### config.mk
export PLATFORM = sky130hd
export DESIGN_NAME = clock_time_counter
export DESIGN_NICKNAME = d
export VERILOG_FILES = /design/src/rtl/clock_time_counter.sv
export SDC_FILE = /design/constraint.sdc
export NUM_CORES = 1
export LEC_CHECK = 0
export CAP_MARGIN = 20
export CORE_MARGIN = 10
export CORE_UTILIZATION = 30
export CTS_CLUSTER_SIZE = 8
export DETAILED_ROUTE_END_ITERATION = 8
export GPL_TIMING_DRIVEN = 0
export PLACE_DENSITY = 0.48
export SETUP_SLACK_MARGIN = 0.1
export SLEW_MARGIN = 20
export SYNTH_ARGS = -nofsm -noshare
export SYNTH_HDL_FRONTEND = slang
export SYNTH_SLANG_ARGS = --single-unit
export TNS_END_PERCENT = 5
### constraint.sdc
create_clock -name clk -period 3.1 [get_ports clk]
set_clock_uncertainty 0.1 [all_clocks]
set_input_delay 0.465 -clock clk [delete_from_list [all_inputs] [get_ports clk]]
set_output_delay 0.465 -clock clk [all_outputs]
set_load 0.005 [all_outputs]
### src/rtl/clock_time_counter.sv
// Time-of-day counter (hh:mm:ss, BCD) with time-set mode.
// Every asynchronous input passes through its own synchronizer chain.
// Rising edges of the tick and the two buttons become one-cycle events.
// Counters are kept in BCD directly, so there is no conversion stage.
module clock_time_counter #(
  parameter int SYNC_STAGES = 2
) (
  input  logic       clk,
  input  logic       rst_n,
  input  logic       tick_1hz,
  input  logic       set_mode,
  input  logic       inc_min,
  input  logic       inc_hour,
  output logic [7:0] sec_bcd,
  output logic [7:0] min_bcd,
  output logic [7:0] hour_bcd,
  output logic       day_pulse
);

  localparam logic ST_RUN = 1'b0;
  localparam logic ST_SET = 1'b1;

  // Bit order: 0 = tick, 1 = set_mode, 2 = inc_min, 3 = inc_hour
  logic [3:0] async_in;
  logic [3:0] sync_last;

  assign async_in = {inc_hour, inc_min, set_mode, tick_1hz};

  genvar gi;
  generate
    for (gi = 0; gi < 4; gi++) begin : g_sync
      logic [SYNC_STAGES-1:0] chain_reg;

      // Shift the raw input through SYNC_STAGES flops; the MSB is the usable copy
      always_ff @(posedge clk or negedge rst_n) begin
        if (!rst_n) chain_reg <= '0;
        else        chain_reg <= {chain_reg[SYNC_STAGES-2:0], async_in[gi]};
      end

      assign sync_last[gi] = chain_reg[SYNC_STAGES-1];
    end
  endgenerate

  // One-cycle-delayed copies of the synchronized tick/button levels.
  // They reset to 0 so that an input held high across reset still yields an edge.
  logic [2:0] dly_reg;
  logic [2:0] edge_src;

  assign edge_src = {sync_last[3], sync_last[2], sync_last[0]};

  // Remember the previous synchronized level of each edge-detected input
  always_ff @(posedge clk or negedge rst_n) begin
    if (!rst_n) dly_reg <= '0;
    else        dly_reg <= edge_src;
  end

  logic tick_ev, min_ev, hour_ev;
  assign tick_ev = edge_src[0] & ~dly_reg[0];
  assign min_ev  = edge_src[1] & ~dly_reg[1];
  assign hour_ev = edge_src[2] & ~dly_reg[2];

  // BCD increment, 00..59
  function automatic logic [7:0] bcd_inc60(input logic [7:0] v);
    if (v[3:0] == 4'd9) begin
      if (v[7:4] == 4'd5) return 8'h00;
      else                return {v[7:4] + 4'd1, 4'h0};
    end
    return {v[7:4], v[3:0] + 4'd1};
  endfunction

  // BCD increment, 00..23
  function automatic logic [7:0] bcd_inc24(input logic [7:0] v);
    if (v == 8'h23)     return 8'h00;
    if (v[3:0] == 4'd9) return {v[7:4] + 4'd1, 4'h0};
    return {v[7:4], v[3:0] + 4'd1};
  endfunction

  logic       state_reg, state_next;
  logic [7:0] sec_reg, sec_next;
  logic [7:0] min_reg, min_next;
  logic [7:0] hour_reg, hour_next;
  logic       day_reg, day_next;

  // Mode follows the synchronized set_mode level in the same cycle it changes
  always_comb begin
    state_next = state_reg;
    case (state_reg)
      ST_RUN:  if (sync_last[1])  state_next = ST_SET;
      ST_SET:  if (!sync_last[1]) state_next = ST_RUN;
      default: state_next = ST_RUN;
    endcase
  end

  // Counter update; decisions use the next state so SET wins over a coincident tick
  always_comb begin
    sec_next  = sec_reg;
    min_next  = min_reg;
    hour_next = hour_reg;
    day_next  = 1'b0;
    if (state_next == ST_SET) begin
      sec_next = 8'h00;
      if (min_ev)  min_next  = bcd_inc60(min_reg);
      if (hour_ev) hour_next = bcd_inc24(hour_reg);
    end else if (tick_ev) begin
      sec_next = bcd_inc60(sec_reg);
      if (sec_reg == 8'h59) begin
        min_next = bcd_inc60(min_reg);
        if (min_reg == 8'h59) begin
          hour_next = bcd_inc24(hour_reg);
          if (hour_reg == 8'h23) day_next = 1'b1;
        end
      end
    end
  end

  // State and time registers
  always_ff @(posedge clk or negedge rst_n) begin
    if (!rst_n) begin
      state_reg <= ST_RUN;
      sec_reg   <= 8'h00;
      min_reg   <= 8'h00;
      hour_reg  <= 8'h00;
      day_reg   <= 1'b0;
    end else begin
      state_reg <= state_next;
      sec_reg   <= sec_next;
      min_reg   <= min_next;
      hour_reg  <= hour_next;
      day_reg   <= day_next;
    end
  end

  assign sec_bcd   = sec_reg;
  assign min_bcd   = min_reg;
  assign hour_bcd  = hour_reg;
  assign day_pulse = day_reg;

endmodule
# --- Word-level counts from Yosys, hierarchy flattened ---
# Cells that the tools add are included.
word_totals:
  register_bits: 36
  latch_bits: 0
  ram_bits: 0
  mem_bits_ro: 0
  input_bits: 6
  output_inout_bits: 25
  mem_count: 0
classes:
  n_addsub: 6
  n_mul: 0
  n_div: 0
  magnitude_cmp: 0
  n_eq_ne: 12
  shifts: 0
  mux: 54
  bitwise: 6
  n_reduce_logical: 11
op_table:
  columns: ["op", "n"]
  rows:
  - ["8-bit 2-to-1 mux", 24]
  - ["1-bit 2-to-1 mux", 30]
  - ["4-bit by 1-bit adder with 4-bit output, second input constant", 6]
  - ["8-bit by 7-bit equality test with 1-bit output, second input constant", 2]
  - ["4-bit equality test, second input constant", 3]
  - ["2-bit nonzero test", 5]
  - ["4-bit by 3-bit equality test with 1-bit output, second input constant", 2]
  - ["8-bit by 6-bit equality test with 1-bit output, second input constant", 1]
  - ["6-bit AND reduction", 1]
  - ["5-bit AND reduction", 1]
  - ["2-bit inequality test, second input constant", 2]
  - ["4-bit AND reduction", 1]
  - ["1-bit bitwise AND", 3]
  - ["3-bit by 1-bit inequality test with 1-bit output, second input constant", 1]
  - ["1-bit inverter", 3]
  - ["3-bit AND reduction", 1]
  - ["3-bit nonzero test", 1]
  - ["2-bit by 1-bit inequality test with 1-bit output, second input constant", 1]
  - ["2-bit AND reduction", 1]

# --- Longest topological paths before layout ---
# Gate-level depths: netlist of the first run.
logic_depth:
  word_depth: 17
  ltp_mapped: 8
  depth_no_buf: 7

# --- Worst setup path after synthesis of the first run ---
# Ideal clock, no wire load.
synth_timing:
  path_type: "flip-flop to flip-flop"
  start: "register sec_reg[4] (netlist: sec_bcd[4])"
  end: "register min_reg[4] (netlist: min_bcd[4])"
  setup_time_ps: 125
  arrival_time_ps: 1578
  required_ps: 2875
  setup_slack_ps: 1297
  path_stages_with_launch: 6
  n_path_buf: 0
  period_less_slack_ps: 1803
  path_cell_list: "dfrtp_1 -> ha_1 -> and4bb_1 -> a31o_2 -> nand2_1 -> mux2_2"
synth_between:
  elab_chain_len: 3
synth_rtl:
  columns: ["item", "line", "text"]
  rows:
  - ["from (decl)", "79", "logic [7:0] sec_reg, sec_next;"]
  - ["from (signal assigned)", "126", "sec_reg <= sec_next;"]
  - ["8-bit by 7-bit equality test with 1-bit output", "106", "if (sec_reg == 8'h59) begin"]
  - ["2-bit nonzero test (no line)", null, null]
  - ["5-bit AND reduction (no line)", null, null]
  - ["to (signal assigned)", "127", "min_reg <= min_next;"]
  - ["to (decl)", "80", "logic [7:0] min_reg, min_next;"]
# Every way passes these cells.
# A chain may end at the register's enable or synchronous reset.

# --- Worst setup path in the final report of the first run ---
# Ends and elaborated chain as after synthesis.

==> metrics.yaml, run 1 <==
drt:
  wl_met1_um: 1540
  wl_met3_um: 232
  top_layer_used: "met4"
  met2_length_um: 1510
  drt_iter0_markers: 44
  dr.pass1.iters: 4
  drcViolationCount: 0
  postRouteAntennaNets: 0
  wirelength_um: 3340
  vias_per_cell: 4.61
  vias: 1179
  wl_per_cell_um: 13.0
clocking:
  clock_sinks: 36
  root_buffer: "clkbuf_8"
  clk_pin_slew_ps: 80
  tritoncts: "done"
  clk_latency_ps: 290
  cts_buffers: 5
  h-tree-depth: 2
  hold_buffers: 0
  post-cts-setup-buffers: 0
  cts_resized: 0
  cts_max_path_buffers: 2
pwr:
  p_leak_nw: 0.977
  switching_share: 0.264
  p_switching_mw: 0.417
  p_int_mw: 1.16
  p_comb_frac: 0.230
  pwr-share-clk: 0.364
  power_density_nw_per_um2: 707
  ir_drop_mv: 0.329
  seq_power_share: 0.406
global_routing:
  grt_pass1_vias: 1248
  grt_max_degree: 22
  grt_overflow: 0
  grt_usage: 0.0824
  antenna_found_initial: 0
  grt_pass1_wl_um: 5910
logic_synthesis:
  async_flop_share: 1.00
  synth_edf_count: 0
  synth-simple-area-share: 0.209
  synth_cells: 145
  synth_area_leaders: "dfrtp_1 (54%), ha_1 (7.5%), o21ai_0 (2.4%)"
  yosysWarnings: 0
  synth-main-ff-cell: "dfrtp_1"
  synth_mux_area_frac: 0.0135
  yosys.cell_types.count: 37
  yosysSeqAreaShare: 0.541
  synth_compound_area_frac: 0.106
  syn_nets: 161
  synth_xor_area_frac: 0.0263
  yosys.area.top_type: "dfrtp_1"
  synthDominantCellAreaShare: 0.541
  avgSynthCellArea_um2: 11.5
  synthAdderAreaFrac: 0.0751
  synth_top_family_by_area: "simple AND/OR/NAND/NOR gates"
  synth-seq-cells: 36
  synthesis.area_um2: 1670
timing:
  layout_min_cycle_time_ps: 1940
  finalMaxSlewViolations: 0
  setup_violations: 0
  rsz0062_at_grt: "no"
  relSlewSlack: 0.712
  setup_tns_ps: 0
  min_period_over_period: 0.626
  worst_slew_pin_slew_ps: 432
  hold_violations: 0
  fmax_mhz: 516
worst_setup_path:
  endpoint_kind: "register"
  critPathKind: "register to register"
  critPathRequiredTime_ps: 3170
  cp_cell_sequence: "ha_1 > and4bb_1 > a31o_2 > nand2_1 > mux2_2"
  cp.buffers_inverters: 0
  critical_path.max_stage_delay_ps: 440
  cp_max_fo: 6
  cp_top_family: "flip-flops"
  arrival_ps: 2010
  slowest_stage: "dfrtp_1"
  crit_path_start_kind: "register"
final_layout:
  diodes: 0
  layout.nets: 199
  post_layout_nonfiller_instances: 256
  nFillCells: 515
  drive_above_1_share: 0.120
  seqCellArea_um2: 901
  multi_input_area_um2: 716
  area_growth_pct: 34.3
placed_design:
  portBuffers: 30
  dp.final_hpwl_um: 2510
  dp_cells: 248
  gp_congestion: 0.716
floorplanning:
  coreArea_um2: 5440
  dieArea_um2: 8930
  die_y_um: 94.5
  rows: 27
  ioPinCount: 31
  start_util: 0.306
  die_w_um: 94.5
run_status:
  status: "completed"
worst_hold_path:
  hold_class: "input pin to asynchronous set/reset pin"
flow_run:
  drv_cap: 0
-- worst register-to-register path: cells and delay by family, from the launching register on --
family,cells,cell delay [ps]
muxes,1,350
DFF,1,440
and+or+nand+nor,2,400
adders and majority gates,1,240
AOI/OAI and AO/OA,1,300
-- placed cells by master, fill, tap and decap left out, drive strengths merged, types with 2 or more instances in the layout --
cell type,count
dfrtp,36
clkdlybuf4s50,29
nor2,11
ha,10
nand2,8
o21ai,8
inv,7
nor3,7
nand3,6
clkbuf,5
nand2b,4
and3b,4
o31ai,4
xor2,4
a21oi,4
buf,4
nand3b,3
nor2b,3
bufinv,3
and4bb,2
nand4,2
and3,2
a21o,2
a31o,2
mux2,2
o41ai,2
-- power groups by stage --
stage	clock [mW]	sequential, mW	combinational, mW
floorplan	0	0.640	0.177
global placement	0	0.648	0.365
detailed placement	0	0.654	0.372
CTS	0.595	0.645	0.375
global route	0.608	0.663	0.412
finish	0.576	0.642	0.364
-- through the flow --
step	hold WS (ps)	setup WS [ps]	area (um^2)	utilization	power, mW
6_report	12.0	1160	2240	0.411	1.58
5_1_grt	44.6	1020	2240	0.411	1.68
4_1_cts	16.4	1140	2240	0.411	1.62
3_5_place_dp	236	1160	2080	0.382	1.03
3_3_place_gp	235	596	2060	0.378	1.01
2_1_floorplan	69.4	1300	1670	-	0.817
-- logic make-up (layout without fill, tap and decap cells) --
family / count (synthesis) / count (layout)
muxes: 2 / 2
DFF: 36 / 36
adders and majority gates: 10 / 10
xor gates and xnor gates: 5 / 5
and+or+nand+nor: 58 / 58
buffers and inverters: 9 / 48
AOI/OAI and AO/OA: 25 / 25
-- area by class of cell --
cell class	instances	share of cell area
multi-input cells	100	0.320
inverters	7	0.0117
well taps	72	0.0403
plain buffers	2	0.0101
flip-flops and latches	36	0.403
clock buffers	5	0.0308
clock inverters	3	0.0403
repair buffers	31	0.144
-- Yosys cell counts, drive strengths merged (2+ instances only) --
cell and number:
buf 2, nand2b 4, inv 7, nor3 7, xor2 4, dfrtp 36
nand4 2, a31o 2, nor2b 3, mux2 2, nor2 11, nand2 8
and3b 4, o31ai 4, a21o 2, a21oi 4, o41ai 2, and3 2
o21ai 8, nand3 6, and4bb 2, nand3b 3, ha 10
-- per-layer routing --
metal,vias up,GRT usage
li1,594,-
met3,6,0.0349
met5,-,0
met1,557,0.0961
met4,0,0.0337
met2,22,0.131
-- worst paths after layout --
kind,startpoint,endpoint,slack [ps],cells after the start
worst max-delay path,sec_bcd[4]$_DFFE_PN0P_,min_bcd[4]$_DFFE_PN0P_,1160,5
worst min-delay path,rst_n,min_bcd[6]$_DFFE_PN0P_,10,1
worst max register to register,sec_bcd[4]$_DFFE_PN0P_,min_bcd[4]$_DFFE_PN0P_,1160,5
worst min register to register,g_sync[1].chain_reg[0]$_DFF_PN0_,g_sync[1].chain_reg[1]$_DFF_PN0_,250,0
max in group asynchronous,rst_n,sec_bcd[1]$_DFFE_PN0N_,2440,2
min in group clk,g_sync[1].chain_reg[0]$_DFF_PN0_,g_sync[1].chain_reg[1]$_DFF_PN0_,250,0
Note: power is estimated with default switching activity, not from simulation.
==> run 2: changes to the inputs <==
- PLACE_DENSITY: 0.48 -> 0.5
- clock period: 3.1 -> 1.6 ns (I/O delays scaled with it)
==> run 2 against run 1 <==
Net effect: the flow now finishes with violations (setup timing); sequential cell count stayed put; global-route usage is 0.39 points higher; worst hold slack better by 220 ps; sequential power is 92% higher; core utilization is 2.0 points higher; register-to-register slack worse by 1300 ps; maximum frequency is 8.4% higher; first-iteration DRC count is 41% lower; non-clock buffer count is 13 higher; cell area is 4.9% higher; critical path type unchanged; largest cell class unchanged.
==> metrics.yaml, run 2 (same netlist as run 1, synthesis figures left out) <==
run_status:
  status: "finished with violations"
  violations: "setup timing"
floorplanning:
  die_y_um: 94.5
  die_w_um: 94.5
  coreArea_um2: 5440
  ioPinCount: 31
  rows: 27
  dieArea_um2: 8930
  start_util: 0.306
drt:
  drcViolationCount: 0
  vias: 1258
  dr.pass1.iters: 4
  drt_iter0_markers: 26
  wl_per_cell_um: 13.7
  postRouteAntennaNets: 0
  vias_per_cell: 4.68
  wirelength_um: 3680
final_layout:
  drive_above_1_share: 0.284
  seqCellArea_um2: 903
  multi_input_area_um2: 805
  layout_common_cells: "dfrtp_1 (34), dlygate4sd2_1 (23), buf_4 (11)"
  nFillCells: 515
  layout.nets: 212
  post_layout_nonfiller_instances: 269
  final_common_cell: "dfrtp_1"
  diodes: 0
  area_growth_pct: 40.9
worst_setup_path:
  crit_path_start_kind: "register"
  endpoint_kind: "register"
  cp_max_fo: 6
  slowest_stage: "dfrtp_1"
  critPathKind: "register to register"
  cp_cell_sequence: "ha_4 > and4bb_2 > a31o_4 > nand2_2 > mux2_2"
  arrival_ps: 1870
  timing.rr.start: "sec_bcd[4]$_DFFE_PN0P_"
  critPathRequiredTime_ps: 1680
  critical_path.max_stage_delay_ps: 420
  cp-startpoint: "sec_bcd[4]$_DFFE_PN0P_"
clocking:
  tritoncts: "done"
  clk_pin_slew_ps: 80
  h-tree-depth: 2
  cts_max_path_buffers: 2
  cts_buffers: 5
  clock_sinks: 36
  clk_latency_ps: 290
  root_buffer: "clkbuf_8"
timing:
  finalMaxSlewViolations: 0
  hold_violations: 0
  layout_min_cycle_time_ps: 1790
  hold_ws_ps: 235
  setup_violations: 18
  rsz0062_at_grt: "yes"
  min_period_over_period: 1.12
  fmax_mhz: 559
  relSlewSlack: 0.802
  fin_ws_ps: -189
  worst_slew_pin_slew_ps: 297
global_routing:
  grt_max_degree: 28
  grt_pass1_vias: 1315
  grt_overflow: 0
  grt_usage: 0.0864
  grt_pass1_wl_um: 6130
  antenna_found_initial: 0
placed_design:
  portBuffers: 30
  dp_cells: 248
  gp_congestion: 0.728
  dp.final_hpwl_um: 2570
pwr:
  p_leak_nw: 1.10
  seq_power_share: 0.437
  p_comb_frac: 0.268
  p_switching_mw: 0.887
  p_int_mw: 1.93
  switching_share: 0.315
  ir_drop_mv: 0.679
  pwr-share-clk: 0.295
  power_density_nw_per_um2: 1200
  total_power_mw: 2.82
worst_hold_path:
  hold_class: "input pin to asynchronous set/reset pin"
flow_run:
  drv_cap: 0
## run 2: final timing paths
check	depth (start not counted)	endpoint	slack, ps
min reg2reg	0	g_sync[2].chain_reg[1]$_DFF_PN0_	250
min	2	hour_bcd[7]$_DFFE_PN0P_	240
max	5	min_bcd[4]$_DFFE_PN0P_	-190
max reg2reg	5	min_bcd[4]$_DFFE_PN0P_	-190
max in group asynchronous	3	min_bcd[2]$_DFFE_PN0P_	730
min in group clk	0	g_sync[2].chain_reg[1]$_DFF_PN0_	250
## run 2: per-stage QoR
step | area (um^2) | TNS [ps] | setup slack (ps) | utilization
floorplan | 1670 | -940 | -140 | -
global placement | 2060 | -25600 | -638 | 0.379
detailed placement | 2080 | -3770 | -311 | 0.382
CTS | 2310 | -2000 | -189 | 0.425
global route | 2350 | -3090 | -253 | 0.432
finish | 2350 | -1730 | -189 | 0.432
## run 2: critical path, delay by kind of cell, from the launching register on
kind | cells | cell delay [ps]
AND/OR/NAND/NOR | 2 | 390
adder cells (fa/ha/maj) | 1 | 170
flip-flops | 1 | 420
AO/OA/AOI/OAI | 1 | 260
multiplexers | 1 | 350
## run 2: layout make-up
class | instances | share of cell area
buffer | 2 | 0.00959
sequential | 36 | 0.385
clock inverter | 3 | 0.0197
timing repair buffer | 44 | 0.164
inverter | 7 | 0.0112
clock buffer | 5 | 0.0293
tap | 72 | 0.0384
multi-input combinational | 100 | 0.343
## run 2: power by group through the flow
stage | Sequential [mW] | Combinational (mW) | Clock, mW
finish | 1.23 | 0.754 | 0.830
global route | 1.26 | 0.850 | 0.891
CTS | 1.23 | 0.735 | 0.851
detailed placement | 1.26 | 0.731 | 0
global placement | 1.25 | 0.705 | 0
floorplan | 1.24 | 0.346 | 0
## run 2: per-layer routing
layer  vias to the layer above  routed length (um)  global-route usage
met3                         8                 228              0.0397
met4                         0                  63              0.0374
met2                        21                1830               0.147
li1                        615                   -                   -
met1                       614                1560              0.0901
met5                         -                   0                   0
## run 2: timing repair
| item | 4_1_cts | 5_1_grt |
|---|---|---|
| hold endpoints to repair | 36 | 0 |
| gates cloned | 1 | 0 |
| hold buffers | 1 | 0 |
| setup endpoints to repair | 45 | 21 |
| gates resized for setup | 46 | 10 |
| setup buffers | 10 | 1 |
| pin swaps | 6 | 1 |
